**config.mk**
```make
export PLATFORM = sky130hd
export DESIGN_NAME = serial_record_rx
export DESIGN_NICKNAME = d
export VERILOG_FILES = /design/src/rtl/serial_record_rx.sv
export SDC_FILE = /design/constraint.sdc
export NUM_CORES = 1
export LEC_CHECK = 0
export BUFFER_PORTS_ARGS = -buffer_cell sky130_fd_sc_hd__buf_4
export CAP_MARGIN = 20
export CORE_UTILIZATION = 58
export CTS_CLUSTER_SIZE = 14
export DETAILED_ROUTE_END_ITERATION = 8
export GPL_TIMING_DRIVEN = 0
export PLACE_DENSITY = 0.79
export SYNTH_ARGS = -nofsm -noshare
export SYNTH_HDL_FRONTEND = slang
export SYNTH_SLANG_ARGS = --single-unit
```
**constraint.sdc**
```tcl
create_clock -name clk -period 2.7 [get_ports clk]
set_input_delay 0.405 -clock clk [delete_from_list [all_inputs] [get_ports clk]]
set_output_delay 0.405 -clock clk [all_outputs]
set_load 0.02 [all_outputs]
```
**src/rtl/serial_record_rx.sv**
```systemverilog
// UART 8N1 receiver that rebuilds multi-byte TDC records, MSB byte first.
// Latency: record_valid rises 1 cycle after new_byte for the last byte (3 cycles after the rx stop-bit midpoint, including the synchroniser).
// Backpressure: one-deep record buffer; a record completing while the buffer is held is dropped with overrun_err.
module serial_record_rx #(
  parameter int CLK_PER_BIT      = 12,
  parameter int BYTES_PER_RECORD = 6,
  parameter int GAP_TIMEOUT      = 1200
) (
  input  logic                          clk,
  input  logic                          rst_n,
  input  logic                          rx,
  output logic [8*BYTES_PER_RECORD-1:0] record_data,
  output logic                          record_valid,
  input  logic                          record_ready,
  output logic [7:0]                    byte_data,
  output logic                          new_byte,
  output logic                          frame_err,
  output logic                          timeout_err,
  output logic                          overrun_err,
  output logic [7:0]                    err_count,
  output logic                          busy
);

  localparam int REC_W = 8 * BYTES_PER_RECORD;
  localparam int CW    = $clog2(CLK_PER_BIT);
  localparam int IW    = (BYTES_PER_RECORD > 1) ? $clog2(BYTES_PER_RECORD) : 1;
  localparam int GW    = $clog2(GAP_TIMEOUT + 1);

  localparam logic [CW-1:0] CNT_HALF = CW'(CLK_PER_BIT / 2 - 1);
  localparam logic [CW-1:0] CNT_FULL = CW'(CLK_PER_BIT - 1);
  localparam logic [CW-1:0] CNT_ONE  = CW'(1);
  localparam logic [IW-1:0] IDX_LAST = IW'(BYTES_PER_RECORD - 1);
  localparam logic [IW-1:0] IDX_ONE  = IW'(1);
  localparam logic [GW-1:0] GAP_LAST = GW'(GAP_TIMEOUT - 1);
  localparam logic [GW-1:0] GAP_ONE  = GW'(1);

  typedef enum logic [1:0] {
    ST_IDLE  = 2'd0,
    ST_START = 2'd1,
    ST_DATA  = 2'd2,
    ST_STOP  = 2'd3
  } state_t;

  // Synchroniser and bit FSM state
  logic             r_rx_meta;
  logic             r_rx_sync;
  state_t           r_state;
  logic [CW-1:0]    r_cnt;
  logic [2:0]       r_bit_idx;
  logic [7:0]       r_shreg;
  logic             r_armed;

  // Record assembly state
  logic [IW-1:0]    r_byte_idx;
  logic [GW-1:0]    r_gap_cnt;
  logic [REC_W-1:0] r_rec_buf;
  logic             r_rec_done;

  // Registered outputs
  logic [7:0]       r_byte_data;
  logic             r_new_byte;
  logic             r_frame_err;
  logic             r_timeout_err;
  logic             r_overrun_err;
  logic [REC_W-1:0] r_rec_data;
  logic             r_rec_valid;
  logic [7:0]       r_err_count;

  logic [1:0]       w_err_inc;
  logic [8:0]       w_err_sum;

  // Two-flop synchroniser; presets to idle-high so reset never looks like a start bit
  always_ff @(posedge clk or negedge rst_n) begin
    if (!rst_n) begin
      r_rx_meta <= 1'b1;
      r_rx_sync <= 1'b1;
    end else begin
      r_rx_meta <= rx;
      r_rx_sync <= r_rx_meta;
    end
  end

  // Bit FSM, byte assembly into the record buffer, and inter-byte gap timeout
  always_ff @(posedge clk or negedge rst_n) begin
    if (!rst_n) begin
      r_state       <= ST_IDLE;
      r_cnt         <= '0;
      r_bit_idx     <= '0;
      r_shreg       <= '0;
      r_armed       <= 1'b0;
      r_byte_idx    <= '0;
      r_gap_cnt     <= '0;
      r_rec_buf     <= '0;
      r_rec_done    <= 1'b0;
      r_byte_data   <= '0;
      r_new_byte    <= 1'b0;
      r_frame_err   <= 1'b0;
      r_timeout_err <= 1'b0;
    end else begin
      r_new_byte    <= 1'b0;
      r_frame_err   <= 1'b0;
      r_timeout_err <= 1'b0;
      r_rec_done    <= 1'b0;
      case (r_state)
        ST_IDLE: begin
          // After a break the line must return high before a new start bit counts
          if (r_rx_sync) begin
            r_armed <= 1'b1;
          end
          if (r_armed && !r_rx_sync) begin
            r_state   <= ST_START;
            r_cnt     <= CNT_HALF;
            r_gap_cnt <= '0;
          end else if (r_byte_idx != '0) begin
            if (r_gap_cnt == GAP_LAST) begin
              r_gap_cnt     <= '0;
              r_byte_idx    <= '0;
              r_timeout_err <= 1'b1;
            end else begin
              r_gap_cnt <= r_gap_cnt + GAP_ONE;
            end
          end else begin
            r_gap_cnt <= '0;
          end
        end
        ST_START: begin
          if (r_cnt == '0) begin
            if (!r_rx_sync) begin
              r_state   <= ST_DATA;
              r_bit_idx <= '0;
              r_cnt     <= CNT_FULL;
            end else begin
              // Start bit gone by mid-bit: treat as a glitch
              r_state <= ST_IDLE;
            end
          end else begin
            r_cnt <= r_cnt - CNT_ONE;
          end
        end
        ST_DATA: begin
          if (r_cnt == '0) begin
            r_shreg <= {r_rx_sync, r_shreg[7:1]};
            r_cnt   <= CNT_FULL;
            if (r_bit_idx == 3'd7) begin
              r_state <= ST_STOP;
            end else begin
              r_bit_idx <= r_bit_idx + 3'd1;
            end
          end else begin
            r_cnt <= r_cnt - CNT_ONE;
          end
        end
        ST_STOP: begin
          if (r_cnt == '0) begin
            r_state <= ST_IDLE;
            if (r_rx_sync) begin
              r_byte_data <= r_shreg;
              r_new_byte  <= 1'b1;
              for (int k = 0; k < BYTES_PER_RECORD; k++) begin
                if (r_byte_idx == IW'(k)) begin
                  r_rec_buf[REC_W-1-8*k -: 8] <= r_shreg;
                end
              end
              if (r_byte_idx == IDX_LAST) begin
                r_byte_idx <= '0;
                r_rec_done <= 1'b1;
              end else begin
                r_byte_idx <= r_byte_idx + IDX_ONE;
              end
            end else begin
              r_frame_err <= 1'b1;
              r_byte_idx  <= '0;
              r_armed     <= 1'b0;
            end
          end else begin
            r_cnt <= r_cnt - CNT_ONE;
          end
        end
        default: r_state <= ST_IDLE;
      endcase
    end
  end

  // One-deep output buffer: a fresh record may replace one consumed this same cycle
  always_ff @(posedge clk or negedge rst_n) begin
    if (!rst_n) begin
      r_rec_data    <= '0;
      r_rec_valid   <= 1'b0;
      r_overrun_err <= 1'b0;
    end else begin
      r_overrun_err <= 1'b0;
      if (r_rec_done) begin
        if (!r_rec_valid || record_ready) begin
          r_rec_data  <= r_rec_buf;
          r_rec_valid <= 1'b1;
        end else begin
          r_overrun_err <= 1'b1;
        end
      end else if (r_rec_valid && record_ready) begin
        r_rec_valid <= 1'b0;
      end
    end
  end

  assign w_err_inc = {1'b0, r_frame_err} + {1'b0, r_timeout_err} + {1'b0, r_overrun_err};
  assign w_err_sum = {1'b0, r_err_count} + {7'd0, w_err_inc};

  // Saturating error counter; coincident strobes each count
  always_ff @(posedge clk or negedge rst_n) begin
    if (!rst_n) begin
      r_err_count <= '0;
    end else begin
      r_err_count <= w_err_sum[8] ? 8'hFF : w_err_sum[7:0];
    end
  end

  assign record_data  = r_rec_data;
  assign record_valid = r_rec_valid;
  assign byte_data    = r_byte_data;
  assign new_byte     = r_new_byte;
  assign frame_err    = r_frame_err;
  assign timeout_err  = r_timeout_err;
  assign overrun_err  = r_overrun_err;
  assign err_count    = r_err_count;
  assign busy         = (r_state != ST_IDLE);

endmodule

```
==> metrics.txt <==
Yosys reg bits 152; Post-synth EDFFs 0; Core Util, Final slightly above 70%; Comb power frac between 10 and 15%; total congestion overflow 0; top_reg_cell synth dfrtp_1; power per cell area between 700 and 800 nW/um^2; setup violators final 0; RR Endpoint r_rec_buf[44]; via count of the first global-routing pass between 4,000 and 5,000; initial DRC count approximately 220; Final #Nets a little under 600; vias per cell around 5.8; worst relative slew slack approximately 52%; Core Box Area roughly 11,000 um^2; Die Y-Extent 107.4 um; max cap viols 0; top cell type by total area after synthesis dfrtp_1; syn_area_per_cell 13.55 um^2; top-level I/O count 74; drt first pass iters 7; root buf cell clkbuf_8; hold path depth 3; hold crit path type in2reg; starting density of the core just under 60%; failing checks design-rule violations; nature of the critical path startpoint flip-flop; top post-synthesis cells by area dfrtp_1 58%, mux2_2 19%, ha_1 2.3%, nand2_1 2.1%, a22o_1 1.1%; CTS tree built; slack of the worst reg-to-reg path roughly 0.31 ns; Setup TNS Final 0 ns; Sw Share 28.51%; layout overhead on the synthesized area 20.78%; Clock Path Buffers 2; n_diodes 0; placer congestion estimate roughly 0.85; CTS Sinks roughly 150; Synth Cell Area around 6400 um^2; Fill cells between 700 and 800; HPWL Detailed about 8.4 mm; layout cells sized above 1 40.14%; fin crit period ~2.4 ns; grt met2 use a little under two fifths; M3 GR Usage a little over 6%; hold_sp record_ready; Async SR Flop Fraction 100.0%; register area around 3800 um^2; Final Hold Vio Count 0; Req. time, crit path approximately 3.1 ns; total power about 5.6 mW; Final ANT Viol Nets 0; most common cell in the netlist dfrtp_1; footprint of the multi-input gates approximately 2500 um^2; die area about 12,000 um^2; global-route wire length before repair around 21 mm; sequential power share between 40% and 50%; Commonest cells post-synth 150 x dfrtp_1, 107 x mux2_2, 36 x nand2_1; routed length per instance 18.16 um; CP Capture Type flip-flop; Residual DRC 1; Crit Path Category reg2reg; antenna violations before repair 0; clock share of power about two fifths; period utilization 88.41%; post-cts sizing count 0; CTS buffer count 17; GR Util met1 approximately 33%; Slew Viols, Final 0; switching power between 1.5 and 2 mW; via count 4,179; total number of H-tree levels 4; clk_lat worst skew 0.54 ns; RR Startpoint r_cnt[0]; Static Leakage 4.012 nW; Reg clk slew, reported paths roughly 0.06 ns; Worst Tran Pin Value ~0.7 ns; post-synth top area share ~58%; register area share after synthesis roughly three fifths; Power Internal roughly 4 mW; cells after synthesis ~480; hold path endpoint overrun_err; synth warn 0; crit path DAT around 2.8 ns; Rows 38; Setup Skew ~0.0075 ns; PortBufs between 70 and 80; R2R depth 7; syn nets a little under 500; Overall Global Routing Usage about a quarter; drt total wl 13.13 mm; die width ~110 um; gr busiest metal met2; largest net degree at the start of global routing 89; maximum vdd drop just over 0.0004 V; run status finished, violations left; Unique masters post-synth a little over 60; worst-path fanout max 10; Fmax achieved between 400 and 500 MHz; setup repair after global routing missed its margin false
state kept, by name, summed over array words and instances, names as in the netlist, 3 cells and up, named ones only:
name / cells
r_bit_idx: 3
r_byte_idx: 3
r_rec_buf: 48
r_cnt: 4
r_shreg: 8
r_gap_cnt: 11
record_data: 48
byte_data: 8
err_count: 8
cell families (layout without fill, tap and decap cells):
family          Yosys count  after routing  synth area share [%]
buf+inv                  33            141                 2.216
mux                     109            109                 19.03
fa+ha+maj                14             14                 2.954
flops                   152            152                 59.13
compound gates           59             59                 6.823
xor+xnor                  3              3                0.4082
simple gates            105            105                 9.446
layer usage:
layer  routed length, um  vias to the layer above
met5                   0                        -
met4                 244                        0
met3                 638                       16
met2                6181                      118
met1                6063                     2129
li1                    -                     1916
metrics by stage:
stage          cells  hold slack [ns]  setup slack [ns]  cell area, um^2
3_3_place_gp     688           0.3458            0.4052             7161
3_5_place_dp     689           0.3501            0.3106             7192
5_1_grt          723           0.2006            0.1673             7775
2_1_floorplan    475           0.1094            0.5924             6437
6_report         723           0.1872            0.3130             7775
4_1_cts          723           0.1692            0.2946             7775
worst max path at each step:
stage              start  cells after the start       endpoint
2_1_floorplan  frame_err                      7   err_count[6]
3_3_place_gp    r_cnt[0]                      7  r_rec_buf[46]
3_5_place_dp    r_cnt[0]                      7  r_rec_buf[40]
4_1_cts         r_cnt[0]                      7  r_rec_buf[44]
5_1_grt         r_cnt[0]                      7  r_rec_buf[42]
6_report        r_cnt[0]                      7  r_rec_buf[44]
worst max-delay path: stages, from the launching register on:
cell,delay [ns]
dfrtp_1,0.40
inv_1,0.12
ha_1,0.23
nor3b_4,0.30
nand2_2,0.15
buf_6,0.18
nor4_4,0.48
mux2_2,0.40
power groups by stage:
| stage | clock [mW] | combinational (mW) | sequential (mW) |
|---|---|---|---|
| floorplan | 0 | 0.555 | 2.54 |
| finish | 2.23 | 0.829 | 2.55 |
| detailed placement | 0 | 0.812 | 2.58 |
| global placement | 0 | 0.763 | 2.57 |
| CTS | 2.27 | 0.826 | 2.54 |
| global route | 2.36 | 0.917 | 2.56 |
placed cells by master (no fill, tap or decap), types with 3 or more instances in the layout:
master,synthesis,routed
dfrtp_1,150,150
mux2_2,107,107
buf_4,0,72
nand2_1,36,36
clkbuf_16,0,16
inv_1,13,13
a21oi_1,12,12
ha_1,12,12
nor2_1,11,11
clkbuf_1,7,9
buf_2,8,8
a22o_1,8,8
nand3_1,7,7
nor3_1,7,7
nand2b_1,6,6
and3_1,5,5
nand4_1,4,4
o21a_1,4,4
nor2b_1,4,4
a31oi_1,4,4
o21ai_0,4,4
o22a_1,4,4
nor4_1,4,4
clkinv_4,0,4
and2_1,3,3
a311oi_1,3,3
nor4_4,3,3
clkbuf_8,0,3
area by class of cell:
class | count | area share (%)
clock buffers | 21 | 5.777
multi-input cells | 290 | 32.01
inverters | 14 | 0.6759
plain buffers | 19 | 1.159
repair buffers | 76 | 7.708
flip-flops and latches | 152 | 48.95
well taps | 140 | 2.253
clock inverters | 11 | 1.464
timing repair:
item | in CTS | in global routing
buffers inserted | 0 | 0
hold buffers | 2 | 0
hold endpoints to repair | 65 | 0
Note: power is estimated with default switching activity, not from simulation.
